<file path="src/rtl/sd_clk_pkg.sv">
// Shared types and constants for the SD clock sequencer: controller states,
// power-control codes, CLKCR bit positions and a CLKCR packing helper.
package sd_clk_pkg;

   typedef enum logic [2:0] {
      ST_OFF,
      ST_RAMP,
      ST_INIT,
      ST_RUN,
      ST_STALL,
      ST_SW_WAIT,
      ST_SW_SET,
      ST_GATED
   } sd_clk_state_t;

   localparam logic [1:0] PWR_OFF  = 2'b00;
   localparam logic [1:0] PWR_RAMP = 2'b10;
   localparam logic [1:0] PWR_ON   = 2'b11;

   localparam int CLKEN_BIT  = 8;
   localparam int BYPASS_BIT = 10;

   // Assemble the divider clock-control word; all unlisted bits stay zero.
   function automatic logic [31:0] pack_clkcr(input logic [7:0] div,
                                              input logic       en,
                                              input logic       byp);
      logic [31:0] w;
      w             = '0;
      w[7:0]        = div;
      w[CLKEN_BIT]  = en;
      w[BYPASS_BIT] = byp;
      return w;
   endfunction

endpackage

</file>
<file path="src/rtl/sd_clk_tick_mirror.sv">
// Mirrors the external divider's toggle timing: while enabled, emits a one-cycle
// strobe every clkdiv_i+1 source cycles, i.e. once per SD clock half-period.
module sd_clk_tick_mirror (
   input  logic       sd_clk_i,
   input  logic       rst,
   input  logic       en_i,
   input  logic [7:0] clkdiv_i,
   output logic       toggle_o
);

   logic [7:0] cnt_q;
   logic [7:0] cnt_d;

   // Next count: held at zero while disabled, wraps at the divider terminal count.
   always_comb begin
      // NOTE: every signal assigned here gets a default first, so no path leaves it unassigned and no latch is inferred.
      cnt_d = cnt_q;
      if (!en_i) begin
         cnt_d = '0;
      end else if (cnt_q == clkdiv_i) begin
         cnt_d = '0;
      end else begin
         cnt_d = cnt_q + 8'd1;
      end
   end

   // Half-period counter register.
   always_ff @(posedge sd_clk_i or posedge rst) begin
      // NOTE: state uses non-blocking assignments so every flop samples pre-edge values regardless of block order.
      if (rst) begin
         cnt_q <= '0;
      end else begin
         cnt_q <= cnt_d;
      end
   end

   assign toggle_o = en_i && (cnt_q == clkdiv_i);

endmodule

</file>
<file path="src/rtl/sd_clock_ctrl.sv">
// SD card clock sequencer: power-up ramp, 74-clock identification burst,
// glitch-free switch to transfer speed, and clock stop on data-path stall.
// Optional feature: define SD_CLK_AUTOGATE_EN to gate the clock after
// IDLE_GATE_CYC idle cycles in RUN.
module sd_clock_ctrl
   import sd_clk_pkg::*;
#(
   parameter int PWR_RAMP_CYC  = 1000,
   parameter int INIT_SD_CLKS  = 74,
   parameter int SETTLE_CYC    = 8,
   parameter int IDLE_GATE_CYC = 64
) (
   input  logic        sd_clk_i,
   input  logic        rst,
   input  logic        pwr_on,
   input  logic [7:0]  div_init,
   input  logic [7:0]  div_xfer,
   input  logic        bypass_xfer,
   input  logic        speed_sw_req,
   input  logic        cmd_busy,
   input  logic        dat_busy,
   input  logic        fifo_stall,
   output logic [31:0] sd_pwr_o,
   output logic [31:0] sd_clkcr_o,
   output logic        init_done,
   output logic        xfer_mode,
   output logic        sw_busy
);

   localparam logic [15:0] RAMP_LAST   = 16'(PWR_RAMP_CYC - 1);
   localparam logic [15:0] TOG_LAST    = 16'(2 * INIT_SD_CLKS - 1);
   localparam logic [15:0] SETTLE_LAST = 16'(SETTLE_CYC - 1);
`ifdef SD_CLK_AUTOGATE_EN
   localparam logic [15:0] IDLE_LAST   = 16'(IDLE_GATE_CYC - 1);
`endif

   sd_clk_state_t state_q, state_d;
   logic [15:0]   cnt_q, cnt_d;          // ramp / settle / idle cycle counter
   logic [15:0]   tog_cnt_q, tog_cnt_d;  // divider toggles seen during INIT
   logic [1:0]    pwr_q, pwr_d;
   logic [7:0]    clkdiv_q, clkdiv_d;
   logic          clken_q, clken_d;
   logic          bypass_q, bypass_d;
   logic          init_done_q, init_done_d;
   logic          xfer_q, xfer_d;
   logic          sw_pend_q, sw_pend_d;
   logic          toggle;

   sd_clk_tick_mirror u_tick_mirror (
      .sd_clk_i (sd_clk_i),
      .rst      (rst),
      .en_i     (state_q == ST_INIT),
      .clkdiv_i (clkdiv_q),
      .toggle_o (toggle)
   );

   // Next-state and next-output logic; divider fields only move while CLKEN is low.
   always_comb begin
      state_d     = state_q;
      cnt_d       = cnt_q;
      tog_cnt_d   = tog_cnt_q;
      pwr_d       = pwr_q;
      clkdiv_d    = clkdiv_q;
      clken_d     = clken_q;
      bypass_d    = bypass_q;
      init_done_d = init_done_q;
      xfer_d      = xfer_q;
      sw_pend_d   = sw_pend_q;

      // A switch request is remembered once the clock exists; repeats are absorbed.
      if (speed_sw_req && (state_q != ST_OFF) && (state_q != ST_RAMP)) begin
         sw_pend_d = 1'b1;
      end

      unique case (state_q)
         ST_OFF: begin
            if (pwr_on) begin
               state_d = ST_RAMP;
               pwr_d   = PWR_RAMP;
               cnt_d   = '0;
            end
         end
         ST_RAMP: begin
            if (cnt_q == RAMP_LAST) begin
               state_d   = ST_INIT;
               pwr_d     = PWR_ON;
               clkdiv_d  = div_init;
               bypass_d  = 1'b0;
               clken_d   = 1'b1;
               tog_cnt_d = '0;
            end else begin
               cnt_d = cnt_q + 16'd1;
            end
         end
         ST_INIT: begin
            if (toggle) begin
               if (tog_cnt_q == TOG_LAST) begin
                  state_d     = ST_RUN;
                  init_done_d = 1'b1;
                  cnt_d       = '0;
               end else begin
                  tog_cnt_d = tog_cnt_q + 16'd1;
               end
            end
         end
         ST_RUN: begin
            if (fifo_stall && dat_busy) begin
               state_d = ST_STALL;
               clken_d = 1'b0;
            end else if (sw_pend_q && !cmd_busy && !dat_busy) begin
               state_d = ST_SW_WAIT;
               clken_d = 1'b0;
               cnt_d   = '0;
            end
`ifdef SD_CLK_AUTOGATE_EN
            else if (!cmd_busy && !dat_busy) begin
               if (cnt_q == IDLE_LAST) begin
                  state_d = ST_GATED;
                  clken_d = 1'b0;
                  cnt_d   = '0;
               end else begin
                  cnt_d = cnt_q + 16'd1;
               end
            end else begin
               cnt_d = '0;
            end
`endif
         end
         ST_STALL: begin
            if (!fifo_stall) begin
               state_d = ST_RUN;
               clken_d = 1'b1;
               cnt_d   = '0;
            end
         end
         ST_SW_WAIT: begin
            if (cnt_q == SETTLE_LAST) begin
               state_d  = ST_SW_SET;
               clkdiv_d = div_xfer;
               bypass_d = bypass_xfer;
               cnt_d    = '0;
            end else begin
               cnt_d = cnt_q + 16'd1;
            end
         end
         ST_SW_SET: begin
            if (cnt_q == SETTLE_LAST) begin
               state_d   = ST_RUN;
               clken_d   = 1'b1;
               xfer_d    = 1'b1;
               sw_pend_d = 1'b0;
               cnt_d     = '0;
            end else begin
               cnt_d = cnt_q + 16'd1;
            end
         end
`ifdef SD_CLK_AUTOGATE_EN
         ST_GATED: begin
            if (cmd_busy || dat_busy || speed_sw_req) begin
               state_d = ST_RUN;
               clken_d = 1'b1;
               cnt_d   = '0;
            end
         end
`endif
         default: begin
            state_d = ST_OFF;
         end
      endcase

      // Losing card power overrides everything and returns to a clean OFF.
      if (!pwr_on) begin
         state_d     = ST_OFF;
         cnt_d       = '0;
         tog_cnt_d   = '0;
         pwr_d       = PWR_OFF;
         clkdiv_d    = '0;
         clken_d     = 1'b0;
         bypass_d    = 1'b0;
         init_done_d = 1'b0;
         xfer_d      = 1'b0;
         sw_pend_d   = 1'b0;
      end
   end

   // Controller state and registered outputs.
   always_ff @(posedge sd_clk_i or posedge rst) begin
      if (rst) begin
         state_q     <= ST_OFF;
         cnt_q       <= '0;
         tog_cnt_q   <= '0;
         pwr_q       <= PWR_OFF;
         clkdiv_q    <= '0;
         clken_q     <= 1'b0;
         bypass_q    <= 1'b0;
         init_done_q <= 1'b0;
         xfer_q      <= 1'b0;
         sw_pend_q   <= 1'b0;
      end else begin
         state_q     <= state_d;
         cnt_q       <= cnt_d;
         tog_cnt_q   <= tog_cnt_d;
         pwr_q       <= pwr_d;
         clkdiv_q    <= clkdiv_d;
         clken_q     <= clken_d;
         bypass_q    <= bypass_d;
         init_done_q <= init_done_d;
         xfer_q      <= xfer_d;
         sw_pend_q   <= sw_pend_d;
      end
   end

   assign sd_pwr_o   = {30'd0, pwr_q};
   assign sd_clkcr_o = pack_clkcr(clkdiv_q, clken_q, bypass_q);
   assign init_done  = init_done_q;
   assign xfer_mode  = xfer_q;
   assign sw_busy    = sw_pend_q;

endmodule

</file>
<file path="config.mk">
export PLATFORM = sky130hd
export DESIGN_NAME = sd_clock_ctrl
export DESIGN_NICKNAME = d
export VERILOG_FILES = /design/src/rtl/sd_clk_pkg.sv /design/src/rtl/sd_clk_tick_mirror.sv /design/src/rtl/sd_clock_ctrl.sv
export SDC_FILE = /design/constraint.sdc
export NUM_CORES = 1
export LEC_CHECK = 0
export BUFFER_PORTS_ARGS = -buffer_cell sky130_fd_sc_hd__buf_2
export CORE_MARGIN = 1.5
export CORE_UTILIZATION = 49
export CTS_CLUSTER_SIZE = 14
export DETAILED_ROUTE_END_ITERATION = 6
export PLACE_DENSITY = 0.75
export SYNTH_ARGS = -nofsm -noshare
export SYNTH_HDL_FRONTEND = slang
export SYNTH_SLANG_ARGS = --single-unit
</file>
<file path="constraint.sdc">
create_clock -name sd_clk_i -period 1.9 [get_ports sd_clk_i]
set_input_delay 0.19 -clock sd_clk_i [delete_from_list [all_inputs] [get_ports sd_clk_i]]
set_output_delay 0.19 -clock sd_clk_i [all_outputs]
set_load 0.02 [all_outputs]
</file>
==> key figures, run 1 <==
Timing
  • Max-slew violation count: 0
  • Hold WS: 0.08217 ns
  • Hold Vio Cnt, Final: 0
  • Tmin final: 2.008 ns
  • Max Fclk: 0.4979 GHz
  • Setup violations, final: 14
  • Setup TNS: -0.2747 ns
  • Skew final: 0.01547 ns
  • RSZ-0062 raised after global routing: yes
  • Final worst slack: -0.1085 ns
  • Tcrit/Tclk final: 105.7%

GRT
  • Largest net degree at the start of global routing: 31
  • Initial antenna violation count: 0
  • Vias in the first global route: 3212
  • Tot GR Track Use: 23.01%
  • GRT Residual Overflow: 0
  • First-pass GRT wire length: 15.15 mm

Worst setup path
  • Worst EP required: 2.14 ns
  • Critical path class: reg2reg
  • Startpoint Class: flip-flop
  • CP peak stage delay: 0.41 ns
  • Crit path DAT: 2.25 ns
  • Crit. End Element: flip-flop
  • Crit Path Max Fanout: 4
  • CP cell instances: nor4_4 > and4_4 > or2_4 > nor3b_4 > nand2_2 > mux2_4
  • Critical path's slowest cell: dfrtp_1

Die
  • Die Span Y: 90.69 um
  • Die width: 90.69 um
  • Row count: 31
  • I/O Pins: 91
  • Die Footprint: 8224 um2
  • Core ar.: 7331 um2
  • Initial core utilization: 51.39%

Clocking
  • Reg clk slew, reported paths: 0.08 ns
  • Root Buffer: clkbuf_8
  • TritonCTS buffer count: 9
  • Deepest clock path buffer count: 2
  • Htree depth: 3
  • CTS tree: yes
  • Clk_lat worst skew: 0.35 ns
  • Sinks on Clock Net: 58

Logic synthesis
  • Yosys cell types: 63
  • Synth top area cells: dfrtp_1 39%, buf_4 11%, nor2_1 4.7%
  • FF+latch count, synth: 58
  • Post-synth EDFFs: 0
  • Post-synth top flop: dfrtp_1
  • Synthesis Warnings: 0
  • Synth async-reset ratio: 100.0%
  • Area leader, netlist: dfrtp_1
  • Post-Syn Area: 3767 um2
  • Avg Inst Size Synth: 8.761 um2
  • Yosys top cell area share: 38.53%
  • Post-synthesis sequential area ratio: 38.53%
  • Syn Inst Count: 430

Drt
  • Vias: 3627
  • Number of vias per cell: 5.521
  • Initial drt markers: 196
  • Final ANT Viol Nets: 0
  • Wirelength per Cell: 14.95 um
  • Final wirelength: 9.825 mm
  • Pre-antenna DRT Iters: 5
  • Post-route DRC violation count: 0

Place
  • Pre-CTS WS: -0.1396 ns
  • DP Wirelength: 6.435 mm
  • GPL Wtd Cong: 0.8589
  • PortBufs: 38

Worst hold path
  • Hold Crit Class: in2reg

Pwr
  • PD cells: 883.6 nW/um2
  • Max VDD drop: 0.5795 mV
  • Pleak: 2.315 nW
  • Pwr Total: 4.373 mW

Final layout
  • Most common cell after layout, fill and taps aside: buf_4
  • Area growth syn-to-layout: 31.39%
  • Ant. Diodes: 0
  • Most frequent cells in the layout: 80 x buf_4, 52 x conb_1, 52 x dfrtp_1
  • Nets@finish: 580
  • Share of cells above drive strength 1: 37.99%
  • # fillers: 559
  • Final core occ: 67.52%

Status
  • Status: finished, violations left
  • Failing checks: negative setup slack

Flow run
  • Max cap viols: 0
timing repair:
item                       in CTS  in global routing
hold endpoints to repair        8                  0
hold buffers                    1                  0
gates cloned                    0                  2
buffers inserted                3                 16
setup endpoints to repair      36                 39
pin swaps                       6                 21
resized for setup              22                 56
worst paths after layout:
| kind | startpoint | end | slack (ns) | cells after the start |
|---|---|---|---|---|
| max in group asynchronous | rst | state_q[2]$_DFFE_PP0P_ | 0.90 | 4 |
| hold / removal | bypass_xfer | bypass_q$_DFFE_PP0P_ | 0.08 | 3 |
| setup reg to reg | cnt_q[12]$_DFFE_PP0P_ | state_q[0]$_DFFE_PP0P_ | -0.11 | 6 |
| min in group asynchronous | rst | clkdiv_q[1]$_DFFE_PP0P_ | 0.29 | 3 |
| setup / recovery | cnt_q[12]$_DFFE_PP0P_ | state_q[0]$_DFFE_PP0P_ | -0.11 | 6 |
| hold reg to reg | pwr_q[1]$_DFFE_PP0P_ | pwr_q[1]$_DFFE_PP0P_ | 0.51 | 2 |
stage by stage:
stage	instance area (um2)	std cells
2_1_floorplan	3990	481
3_5_place_dp	4342	620
5_1_grt	4950	657
6_report	4950	657
3_3_place_gp	4342	620
4_1_cts	4624	639
Yosys cell counts (3+ instances only):
master,number
nor2b_1,4
nor2_1,47
o21ai_0,34
xor2_1,5
a31oi_1,7
buf_2,5
a21oi_1,19
o311ai_1,4
ha_1,3
nand2b_1,4
or2_2,4
and3_1,9
buf_4,55
clkbuf_1,3
buf_6,7
nor4_2,3
dfrtp_1,58
nand4_1,10
o21ai_1,3
a22oi_1,8
nor3_1,8
nand3_1,27
o31ai_1,4
nand2_2,3
inv_1,6
nand2_1,38
xnor2_1,9
worst max-delay path, delay by kind of cell (launching register included):
kind,cells,cell delay [ns]
muxes,1,0.31
and+or+nand+nor,5,1.18
DFF,1,0.41
layout make-up:
class                      instances  area [um2]  share of cell area [%]
multi-input combinational        348        2221                   44.87
sequential                        58        1459                   29.47
timing repair buffer             129       948.4                   19.16
clock buffer                      11       141.4                   2.856
tap                               99       123.9                   2.503
clock inverter                     5       30.03                  0.6067
inverter                           7       26.28                  0.5308
routing by layer:
metal | vias to the layer above | track usage, % | part of all wire, %
met1 | 1744 | 30.07 | 40
met5 | - | 0 | 0
met2 | 176 | 36.72 | 49
met3 | 36 | 4.798 | 6.5
li1 | 1671 | - | -
met4 | 0 | 9.921 | 3.6
registers in the layout, summed over array words and instances, names as in the netlist:
name,count
init_done,1
pwr_q,2
xfer_mode,1
clken_q,1
state_q,3
u_tick_mirror.cnt_q,8
clkdiv_q,8
cnt_q,16
sw_busy,1
bypass_q,1
tog_cnt_q,16
where the power goes:
part	switching, mW	total (mW)	internal (mW)
clock network	0.525	1.03	0.501
registers	0.122	1.46	1.34
logic	1.04	1.89	0.842
kinds of logic (layout without fill, tap and decap cells):
group	count (synthesis)	count (layout)	share of synthesized area [%]
xor+xnor	14	14	3.255
buf+inv	77	152	14.71
simple gates	181	183	25.67
flops	58	58	38.53
compound gates	94	94	16.07
mux	2	2	0.6641
fa+ha+maj	3	3	0.9965
other cells	1	52	0.09954
No activity file was read; power rests on OpenSTA's default activity.
==> inputs of run 2 (changes only) <==
--- a/config.mk
+++ b/config.mk
@@ -7,10 +7,11 @@
 export LEC_CHECK = 0
 export BUFFER_PORTS_ARGS = -buffer_cell sky130_fd_sc_hd__buf_2
 export CORE_MARGIN = 1.5
-export CORE_UTILIZATION = 49
+export CORE_UTILIZATION = 50
+export CTS_BUF_LIST = sky130_fd_sc_hd__clkbuf_8
 export CTS_CLUSTER_SIZE = 14
 export DETAILED_ROUTE_END_ITERATION = 6
-export PLACE_DENSITY = 0.75
+export PLACE_DENSITY = 0.76
 export SYNTH_ARGS = -nofsm -noshare
 export SYNTH_HDL_FRONTEND = slang
 export SYNTH_SLANG_ARGS = --single-unit
==> run 2 against run 1 <==
Compared with the run above: largest cell class unchanged; flip-flop and latch count did not move; fmax is 0.11% lower; clock skew is 0.0080 ns lower; final cell count rose by 0.30%; sequential share of layout area fell by 0.39 points; the flow still finishes with violations (negative setup slack).
==> key figures, run 2 (same netlist as run 1, synthesis figures left out) <==
Flow run
  • Max cap viols: 0 (unchanged)

Clocking
  • TritonCTS buffer count: 9 (unchanged)
  • Deepest clock path buffer count: 2 (unchanged)
  • Root Buffer: clkbuf_8
  • Sinks on Clock Net: 58 (unchanged)
  • Reg clk slew, reported paths: 0.07 ns (about the same)
  • Htree depth: 3 (unchanged)
  • CTS tree: yes
  • Clk_lat worst skew: 0.35 ns (about the same)

GRT
  • Initial antenna violation count: 0 (unchanged)
  • Largest net degree at the start of global routing: 27 (-13%)
  • Vias in the first global route: 3368 (+4.9%)
  • Tot GR Track Use: 23.07% (+0.066 points)
  • First-pass GRT wire length: 15.15 mm (about the same)
  • GRT Residual Overflow: 0 (unchanged)

Timing
  • Hold Vio Cnt, Final: 0 (unchanged)
  • Final worst slack: -0.1107 ns (-0.002257 ns)
  • Tmin final: 2.011 ns (+0.002257 ns)
  • Slew of the pin with the lowest slew margin: 0.7117 ns
  • Setup violations, final: 25 (+11)
  • Tcrit/Tclk final: 105.8% (+0.12 points)
  • Skew final: 0.007476 ns (-0.007997 ns)
  • Worst slew margin: 52.38%
  • RSZ-0062 raised after global routing: yes
  • Max Fclk: 0.4973 GHz (-0.11%)
  • Max-slew violation count: 0 (unchanged)

Drt
  • WL met3: 513 um (-20%)
  • Pre-antenna DRT Iters: 5 (unchanged)
  • Final ANT Viol Nets: 0 (unchanged)
  • Vias: 3699 (+2.0%)
  • Met2 routed WL: 5.723 mm (+18%)
  • Wl on met1: 4.194 mm (+5.4%)
  • Post-route DRC violation count: 0 (unchanged)
  • Number of vias per cell: 5.613 (+1.7%)
  • Wirelength per Cell: 16.22 um (+8.5%)
  • Initial drt markers: 325 (+66%)
  • Top routing layer used: met4
  • Final wirelength: 10.69 mm (+8.8%)

Die
  • Initial core utilization: 51.94% (+0.55 points)
  • I/O Pins: 91 (unchanged)
  • Die Span Y: 89.80 um (-0.98%)
  • Die width: 89.80 um (-0.98%)
  • Die Footprint: 8064 um2 (-1.9%)
  • Row count: 31 (unchanged)
  • Core ar.: 7253 um2 (-1.1%)

Final layout
  • Share of cells above drive strength 1: 38.75% (+0.76 points)
  • Ant. Diodes: 0 (unchanged)
  • Final std cells w/o fill: 659 (+0.30%)
  • Multi-input logic area: 2263 um2 (+1.9%)
  • Leading registers by flop count: cnt_q x16, tog_cnt_q x16
  • Sequential cell area: 1460 um2 (about the same)
  • Nets@finish: 582 (+0.34%)
  • Most common cell after layout, fill and taps aside: buf_4
  • Final core occ: 69.21% (+1.7 points)
  • # fillers: 517 (-7.5%)
  • Most frequent cells in the layout: 81 x buf_4, 52 x conb_1, 51 x dfrtp_1
  • Area growth syn-to-layout: 33.24%

Place
  • Pre-CTS WS: -0.1472 ns (-0.007678 ns)
  • Placed insts: 610 (-1.6%)
  • PortBufs: 38 (unchanged)
  • GPL Wtd Cong: 0.8362 (-2.6%)
  • DP Wirelength: 6.445 mm (+0.16%)

Pwr
  • Pleak: 2.319 nW (+0.14%)
  • PD cells: 919.1 nW/um2 (+4.0%)
  • Max VDD drop: 0.5084 mV (-12%)

Worst setup path
  • Crit. End Element: flip-flop
  • Crit path DAT: 2.24 ns (about the same)
  • Worst EP required: 2.13 ns (about the same)
  • Startpoint Class: flip-flop
  • Critical path class: reg2reg
  • Crit. Startpoint: tog_cnt_q[1]$_DFFE_PP0P_
  • Worst reg2reg startpoint: tog_cnt_q[1]$_DFFE_PP0P_
  • Crit Path Max Fanout: 3 (-1)

Status
  • Failing checks: negative setup slack
  • Status: finished, violations left

Worst hold path
  • Hold Crit Class: in2reg
  • Min-Delay Startpoint: bypass_xfer
[run 2: cell types whose count changed in the layout (fill, tap and decap cells not counted), moves of 3 or more]
cell	change
xnor2_1	+3
nand2_1	-6
nand2_2	+7
o21ai_2	-5
o21ai_1	+5
nor2_2	-3
xnor2_2	-3
[run 2: where the power goes]
part           switching (mW)  internal [mW]  total, mW
combinational            1.11          0.883       1.99
clock                   0.524          0.631       1.16
sequential              0.124           1.34       1.46
[run 2: what timing repair did]
item | CTS | global route
endpoints found under the setup margin | 33 | 38
hold endpoints to repair | 21 | 0
pin swaps | 15 | 32
gates resized for setup | 24 | 64
hold buffers | 1 | 0
setup buffers | 8 | 20
gates cloned | 0 | 5
[run 2: cell type report]
class | instances | area share (%)
clock buffer | 10 | 2.742
clock inverter | 6 | 1.171
inverter | 7 | 0.5234
multi-input combinational | 349 | 45.09
sequential | 58 | 29.09
tap | 99 | 2.468
timing repair buffer | 130 | 18.92
[run 2: final timing paths]
check                                                to  slack [ns]  cells after the start
worst max-delay path             state_q[0]$_DFFE_PP0P_       -0.11                      7
worst min-delay path               bypass_q$_DFFE_PP0P_        0.08                      3
worst max register to register   state_q[0]$_DFFE_PP0P_       -0.11                      7
worst min register to register     pwr_q[1]$_DFFE_PP0P_        0.50                      2
max in group asynchronous             sw_busy$_DFF_PP0_        0.88                      4
min in group asynchronous       clkdiv_q[5]$_DFFE_PP0P_        0.44                      3
[run 2: worst max-delay path: stages (launching register included)]
cell and delay, ns:
dfrtp_1 0.36, ha_2 0.18, nor4bb_4 0.26, nand4_1 0.19, o31a_1 0.36, nor2_4 0.18
nand2_2 0.07, mux2_4 0.30
[run 2: layer usage]
layer / GRT usage [%] / vias to the layer above
met2: 40.90 / 160
met4: 10.85 / 0
met3: 3.892 / 35
li1: - / 1669
met5: 0 / -
met1: 27.15 / 1835
[run 2: metrics by stage]
step / instance area, um2 / power, mW / hold slack [ns] / TNS (ns)
4_1_cts: 4602 / 4.099 / 0.07451 / -0.1803
5_1_grt: 5020 / 4.815 / 0.1196 / -3.593
6_report: 5020 / 4.614 / 0.07807 / -0.8733
2_1_floorplan: 3990 / 2.550 / 0.3285 / -0.005459
3_3_place_gp: 4279 / 2.830 / 0.2542 / -0.3192
3_5_place_dp: 4279 / 2.878 / 0.2648 / -2.343
